===== config.mk =====
export PLATFORM = sky130hd
export DESIGN_NAME = sensor_conditioner_flat
export DESIGN_NICKNAME = d
export VERILOG_FILES = /design/src/rtl/sensor_pkg.sv /design/src/rtl/sensor_conditioner_if.sv /design/src/rtl/debounce_ch.sv /design/src/rtl/sensor_conditioner.sv /design/src/flat_wrapper.sv
export SDC_FILE = /design/constraint.sdc
export NUM_CORES = 1
export LEC_CHECK = 0
export CAP_MARGIN = 30
export CORE_MARGIN = 4
export CORE_UTILIZATION = 50
export CTS_BUF_LIST = sky130_fd_sc_hd__clkbuf_8
export CTS_CLUSTER_SIZE = 24
export DETAILED_ROUTE_END_ITERATION = 8
export PLACE_DENSITY = 0.75
export SYNTH_ARGS = -nofsm -noshare
export SYNTH_HDL_FRONTEND = slang
export SYNTH_SLANG_ARGS = --single-unit

===== constraint.sdc =====
create_clock -name Ck -period 3.1 [get_ports Ck]
set_input_delay 0.62 -clock Ck [delete_from_list [all_inputs] [get_ports Ck]]
set_output_delay 0.62 -clock Ck [all_outputs]
set_load 0.01 [all_outputs]

===== src/rtl/sensor_pkg.sv =====
// Shared constants and types for the sensor conditioner: humidity width,
// default thresholds, moving-average tap count and the debounce state enum.
package sensor_pkg;

  localparam int HUM_W           = 8;
  localparam int HUM_LO_DEF      = 60;
  localparam int HUM_HI_DEF      = 90;
  localparam int DEB_CYC_DEF     = 4;
  localparam int TIMEOUT_CYC_DEF = 1000;

  localparam int TAPS      = 4;
  localparam int TAPS_LOG2 = 2;

  typedef enum logic {
    DB_STABLE,
    DB_COUNTING
  } db_state_t;

endpackage


===== src/rtl/sensor_conditioner_if.sv =====
// Field-side bundle of the sensor conditioner: humidity sample strobe, raw
// contacts, and the conditioned levels handed to the irrigation FSM.
interface sensor_conditioner_if;
  import sensor_pkg::*;

  logic             hum_valid;
  logic [HUM_W-1:0] hum_data;
  logic             rc_raw;
  logic             r_raw;
  logic             H1;
  logic             RC;
  logic             R;
  logic             Flt;

  modport master (
    output hum_valid, hum_data, rc_raw, r_raw,
    input  H1, RC, R, Flt
  );

  modport slave (
    input  hum_valid, hum_data, rc_raw, r_raw,
    output H1, RC, R, Flt
  );

endinterface


===== src/rtl/debounce_ch.sv =====
// One debounced contact: 2-flop synchronizer, then the output toggles only
// after DEB_CYC consecutive synchronized cycles that disagree with it.
//   state       | meaning
//   DB_STABLE   | synchronized input agrees with out, counter idle
//   DB_COUNTING | input disagrees, counting consecutive disagreeing cycles
module debounce_ch
  import sensor_pkg::*;
#(
  parameter int DEB_CYC = DEB_CYC_DEF
) (
  input  logic Ck,
  input  logic Clr,
  input  logic raw,
  output logic out
);

  localparam int CW = $clog2(DEB_CYC + 1);

  logic          sync1;
  logic          sync2;
  db_state_t     state;
  logic [CW-1:0] cnt;

  always_ff @(posedge Ck or negedge Clr) begin
    if (!Clr) begin
      sync1 <= 1'b0;
      sync2 <= 1'b0;
      state <= DB_STABLE;
      cnt   <= '0;
      out   <= 1'b0;
    end else begin
      sync1 <= raw;
      sync2 <= sync1;
      case (state)
        DB_STABLE: begin
          if (sync2 != out) begin
            // A one-cycle filter reaches its terminal count on entry
            if (DEB_CYC == 1) begin
              out <= ~out;
              cnt <= '0;
            end else begin
              state <= DB_COUNTING;
              cnt   <= CW'(1);
            end
          end else begin
            cnt <= '0;
          end
        end
        DB_COUNTING: begin
          if (sync2 == out) begin
            state <= DB_STABLE;
            cnt   <= '0;
          end else if (cnt == CW'(DEB_CYC - 1)) begin
            out   <= ~out;
            state <= DB_STABLE;
            cnt   <= '0;
          end else begin
            cnt <= cnt + CW'(1);
          end
        end
        default: begin
          state <= DB_STABLE;
          cnt   <= '0;
        end
      endcase
    end
  end

endmodule


===== src/rtl/sensor_conditioner.sv =====
// Conditions raw field sensors into H1/RC/R for the irrigation FSM.
// Define SENSOR_TIMEOUT_EN to build the silent-humidity-sensor fault (Flt).
module sensor_conditioner
  import sensor_pkg::*;
#(
  parameter int HUM_LO      = HUM_LO_DEF,
  parameter int HUM_HI      = HUM_HI_DEF,
  parameter int DEB_CYC     = DEB_CYC_DEF,
  parameter int TIMEOUT_CYC = TIMEOUT_CYC_DEF
) (
  input logic                 Ck,
  input logic                 Clr,
  sensor_conditioner_if.slave bus
);

  localparam int SW = HUM_W + TAPS_LOG2;
  localparam logic [HUM_W-1:0] LO = HUM_W'(HUM_LO);
  localparam logic [HUM_W-1:0] HI = HUM_W'(HUM_HI);

  if (HUM_HI <= HUM_LO || DEB_CYC < 1 || TIMEOUT_CYC < 1) begin : g_bad_cfg
    $error("sensor_conditioner: invalid threshold/debounce/timeout parameters");
  end

  logic [HUM_W-1:0] taps [TAPS];
  logic [SW-1:0]    sum;
  logic [2:0]       fill;
  logic             s1;
  logic             s2;
  logic [HUM_W-1:0] avg_q;
  logic             h1_q;
  logic             to_hit;
  logic             flt_q;

`ifdef SENSOR_TIMEOUT_EN
  localparam int TW = $clog2(TIMEOUT_CYC + 1);
  logic [TW-1:0] to_cnt;

  assign to_hit = !bus.hum_valid && (to_cnt == TW'(TIMEOUT_CYC - 1));

  always_ff @(posedge Ck or negedge Clr) begin
    if (!Clr) begin
      to_cnt <= '0;
      flt_q  <= 1'b0;
    end else if (bus.hum_valid) begin
      to_cnt <= '0;
      flt_q  <= 1'b0;
    end else if (to_cnt != TW'(TIMEOUT_CYC)) begin
      to_cnt <= to_cnt + TW'(1);
      if (to_hit) flt_q <= 1'b1;
    end
  end
`else
  assign to_hit = 1'b0;
  assign flt_q  = 1'b0;
`endif

  // sample -> sum (n), sum -> avg_q (n+1), avg_q -> H1 (n+2)
  always_ff @(posedge Ck or negedge Clr) begin
    if (!Clr) begin
      for (int i = 0; i < TAPS; i++) taps[i] <= '0;
      sum   <= '0;
      fill  <= '0;
      s1    <= 1'b0;
      s2    <= 1'b0;
      avg_q <= '0;
      h1_q  <= 1'b0;
    end else begin
      if (bus.hum_valid) begin
        taps[0] <= bus.hum_data;
        for (int i = 1; i < TAPS; i++) taps[i] <= taps[i-1];
        sum <= sum + SW'(bus.hum_data) - SW'(taps[TAPS-1]);
        if (fill != 3'(TAPS)) fill <= fill + 3'd1;
      end
      s1 <= bus.hum_valid;
      s2 <= s1 && (fill == 3'(TAPS));
      if (s1 && (fill == 3'(TAPS))) avg_q <= sum[SW-1:TAPS_LOG2];
      if (s2) begin
        if (avg_q < LO)      h1_q <= 1'b1;
        else if (avg_q > HI) h1_q <= 1'b0;
      end
      // Fail-safe: a silent sensor drops the request and demands a refill
      if (to_hit) begin
        fill <= '0;
        s1   <= 1'b0;
        s2   <= 1'b0;
        h1_q <= 1'b0;
      end
    end
  end

  logic rc_q;
  logic r_q;

  debounce_ch #(.DEB_CYC(DEB_CYC)) u_rc (
    .Ck  (Ck),
    .Clr (Clr),
    .raw (bus.rc_raw),
    .out (rc_q)
  );

  debounce_ch #(.DEB_CYC(DEB_CYC)) u_r (
    .Ck  (Ck),
    .Clr (Clr),
    .raw (bus.r_raw),
    .out (r_q)
  );

  assign bus.H1  = h1_q;
  assign bus.RC  = rc_q;
  assign bus.R   = r_q;
  assign bus.Flt = flt_q;

endmodule


===== src/flat_wrapper.sv =====
// flat-port wrapper written by rule: the top's interface ports become plain ports
module sensor_conditioner_flat import sensor_pkg::*;
#(
  parameter int HUM_LO      = HUM_LO_DEF,
  parameter int HUM_HI      = HUM_HI_DEF,
  parameter int DEB_CYC     = DEB_CYC_DEF,
  parameter int TIMEOUT_CYC = TIMEOUT_CYC_DEF
)
  (Ck, Clr, bus_hum_valid, bus_hum_data, bus_rc_raw, bus_r_raw, bus_H1, bus_RC, bus_R, bus_Flt);
  sensor_conditioner_if bus_i ();
  input logic Ck;
  input logic Clr;
  input wire logic [$bits(bus_i.hum_valid)-1:0] bus_hum_valid;
  input wire logic [$bits(bus_i.hum_data)-1:0] bus_hum_data;
  input wire logic [$bits(bus_i.rc_raw)-1:0] bus_rc_raw;
  input wire logic [$bits(bus_i.r_raw)-1:0] bus_r_raw;
  output wire logic [$bits(bus_i.H1)-1:0] bus_H1;
  output wire logic [$bits(bus_i.RC)-1:0] bus_RC;
  output wire logic [$bits(bus_i.R)-1:0] bus_R;
  output wire logic [$bits(bus_i.Flt)-1:0] bus_Flt;
  assign bus_i.hum_valid = bus_hum_valid;
  assign bus_i.hum_data = bus_hum_data;
  assign bus_i.rc_raw = bus_rc_raw;
  assign bus_i.r_raw = bus_r_raw;
  assign bus_H1 = bus_i.H1;
  assign bus_RC = bus_i.RC;
  assign bus_R = bus_i.R;
  assign bus_Flt = bus_i.Flt;
  sensor_conditioner #(.HUM_LO(HUM_LO), .HUM_HI(HUM_HI), .DEB_CYC(DEB_CYC), .TIMEOUT_CYC(TIMEOUT_CYC)) u_core (.Ck(Ck), .Clr(Clr), .bus(bus_i));
endmodule

==> reports/summary.txt <==
placed cell count -> 369
Internal Pwr Total -> 2.44 mW
Final min period -> 2840 ps
Register Area -> 1750 um2
vias -> 1,992
max_slew headroom -> 54.9%
combinational family with the most area after synthesis -> multiplexers
CP Buf/Inv Count -> 3
worst hold path class -> in2async
number of buffers created by CTS -> 9
Peak Freq -> 352 MHz
H-Tree Depth -> 3
Layout fillers -> 551
unrepaired setup endpoints after global routing -> no
initial antenna violation count -> 0
Setup TNS -> 0 ps
GRT Util Overall -> 16.0%
RePlAce Congestion -> 0.781
post-DP HPWL -> 3640 um
post-layout util -> 59.0%
layout cells sized above 1 -> 20.1%
GRT overflow -> 0
Post-synth top flop -> dfrtp_1
clock network power share -> 20.7%
Finished Layout Cells -> 385
Synth Area in XOR/XNOR -> 2.10%
Iteration-0 DRC Markers -> 74
DRC violations left -> 0
Clock Pin Slew Worst Setup and Hold Paths -> 70 ps
Sw Pwr -> 1.38 mW
CTS Root Cell -> clkbuf_8
Gate Count Post-Synth -> 280
Final Skew -> 5.59 ps
final WL -> 5100 um
number of hold buffers added after cts -> 0
clk_lat worst skew -> 340 ps
Max VDD drop -> 584 uV
ANT nets after route -> 0
Power Dens Cells -> 1010 nW/um2
CP Class -> in2reg
asr flop ratio synth -> 100%
die area -> 8030 um2
setup bufs post-CTS -> 0
crit end category -> flop
Pwr Total -> 3.82 mW
Syn Nets -> 315
Worst-Margin Slew -> 676 ps
Final Cycle Share -> 91.7%
post-synthesis mux area share -> 13.3%
top cell family by delay on the critical path -> adder cells
combinational power share -> 44.5%
status -> complete, no violations
Die W -> 89.6 um
Multi-input gate area -> 1390 um2
Nets -> 338
LEAKAGE -> 1.78 nW
Resized cells post-CTS -> 0
most common cell after layout, fill and taps aside -> dfrtp_1
TritonCTS clock tree -> built
Syn. warnings -> 0
Row Count -> 29
sequential-to-total area share from yosys stat -> 52.6%
Post-Synth Adder-Cell Area -> 10.1%
Max-Cap Viols -> 0
buffer depth of the longest clock path -> 2
Synth Area in Simple Gates -> 7.63%
Slew Viols, Final -> 0
final setup margin -> 256 ps
most frequent cells in the layout -> 70 x dfrtp_1, 40 x inv_1, 35 x mux2_2
Critical Path Source Type -> input port
Critical Path RT -> 3310 ps
Die Height -> 89.6 um
crit-path max FO -> 3
# IOs -> 17
synth unique cells -> 42
Hold Violations, Final -> 0
Synth Area in Compound Gates -> 8.56%
Mean Syn Cell Area -> 11.9 um2
CP peak stage delay -> 520 ps
switching share of power -> 36.1%
CP max stage cell -> fa_1
Area growth syn-to-layout -> 13.7%
sequential power share -> 34.8%
number of flops mapped to enable cells by yosys -> 0
worst-path cell chain -> clkdlybuf4s50_1, inv_1, fa_1, inv_1, fa_1, a21oi_1, o211ai_1, a31oi_1, xor2_1, mux2i_1
Mapped Area -> 3330 um2
signal arrival time at the worst endpoint -> 3060 ps
first-pass GRT wire length -> 9430 um
antenna cell count -> 0
FF+latch count, synth -> 70
vias per std cell -> 5.17
count of final setup violators -> 0
vias in the first global route -> 2,069
drt wl/cell -> 13.2 um
PortBufs -> 15
largest net degree at the start of global routing -> 42
Starting Density -> 51.9%
core area -> 6420 um2
drt first pass iters -> 4
clk sink count -> 70
pre-CTS setup slack -> -116 ps
==> cells in the mapped netlist, types with 2 or more instances <==
| cell | number | share of area [%] |
|---|---|---|
| a211oi_2 | 2 | 0.75 |
| a21boi_0 | 3 | 0.68 |
| a21oi_1 | 13 | 2.0 |
| a31oi_1 | 2 | 0.38 |
| and2_1 | 2 | 0.38 |
| buf_2 | 5 | 0.75 |
| buf_4 | 2 | 0.45 |
| dfrtp_1 | 70 | 53 |
| fa_1 | 8 | 4.8 |
| ha_1 | 14 | 5.3 |
| inv_1 | 38 | 4.3 |
| mux2_2 | 35 | 12 |
| mux2i_1 | 5 | 1.5 |
| nand2_1 | 18 | 2.0 |
| nand2b_1 | 2 | 0.38 |
| nand3_1 | 2 | 0.30 |
| nand3b_1 | 3 | 0.68 |
| nor2_1 | 5 | 0.56 |
| nor2b_1 | 3 | 0.56 |
| nor3_1 | 3 | 0.45 |
| o211ai_1 | 4 | 0.90 |
| o21ai_0 | 15 | 2.3 |
| xnor2_1 | 2 | 0.53 |
| xor2_1 | 6 | 1.6 |
==> sequential cells by signal (all words and copies together), names as in the netlist, 3 cells and up <==
| register | count |
|---|---|
| u_core.taps | 32 |
| u_core.fill | 3 |
| u_core.avg_q | 8 |
| u_core.u_rc.cnt | 3 |
| u_core.u_r.cnt | 3 |
| u_core.sum | 10 |
==> area by class of cell <==
type,count,area share [%]
clock buffers,10,3.63
repair buffers,20,5.02
multi-input cells,164,36.8
flip-flops and latches,70,46.2
well taps,77,2.54
inverters,38,3.76
clock inverters,6,2.05
==> worst reg2reg max path, delay by kind of cell (launching register included) <==
family	cells	cell delay, ps
AO/OA/AOI/OAI	3	630
flip-flops	1	330
buffers and inverters	2	120
XOR/XNOR	1	160
multiplexers	1	80
adder cells (fa/ha/maj)	2	920
==> stage by stage <==
step	hold slack (ps)	instance area, um2
2_1_floorplan	324	3330
3_3_place_gp	335	3570
3_5_place_dp	336	3570
4_1_cts	315	3790
5_1_grt	349	3790
6_report	313	3790
==> worst paths after layout <==
kind,start,to,slack (ps),cells past startpoint
worst max-delay path,bus_hum_data[1],u_core.sum[8],260,10
worst min-delay path,Clr,u_core.u_rc.out,310,1
worst max register to register,u_core.sum[1],u_core.sum[8],730,9
worst min register to register,u_core.u_r.sync1,u_core.u_r.sync2,350,0
max in group asynchronous,Clr,u_core.taps[7],2150,2
min in group Ck,u_core.u_r.sync1,u_core.u_r.sync2,350,0
==> power by group through the flow <==
stage | logic [mW] | clock network [mW] | registers (mW)
floorplan | 1.30 | 0 | 1.32
global placement | 1.62 | 0 | 1.34
detailed placement | 1.70 | 0 | 1.35
CTS | 1.72 | 0.820 | 1.34
global route | 1.95 | 0.866 | 1.37
finish | 1.70 | 0.791 | 1.33
==> cells by family after synthesis <==
kind of cell	Yosys count
AOI/OAI and AO/OA	46
muxes	40
xor gates and xnor gates	8
and+or+nand+nor	47
other	1
adders and majority gates	22
buffers and inverters	46
DFF	70
==> metal layers <==
metal / vias up / GRT usage (%) / wire, um
met3: 13 / 4.56 / 155
met1: 974 / 20.6 / 2420
met2: 21 / 23.7 / 2370
met4: 0 / 10.4 / 153
met5: - / 0 / 0
li1: 984 / - / -
Note: power is estimated with default switching activity, not from simulation.
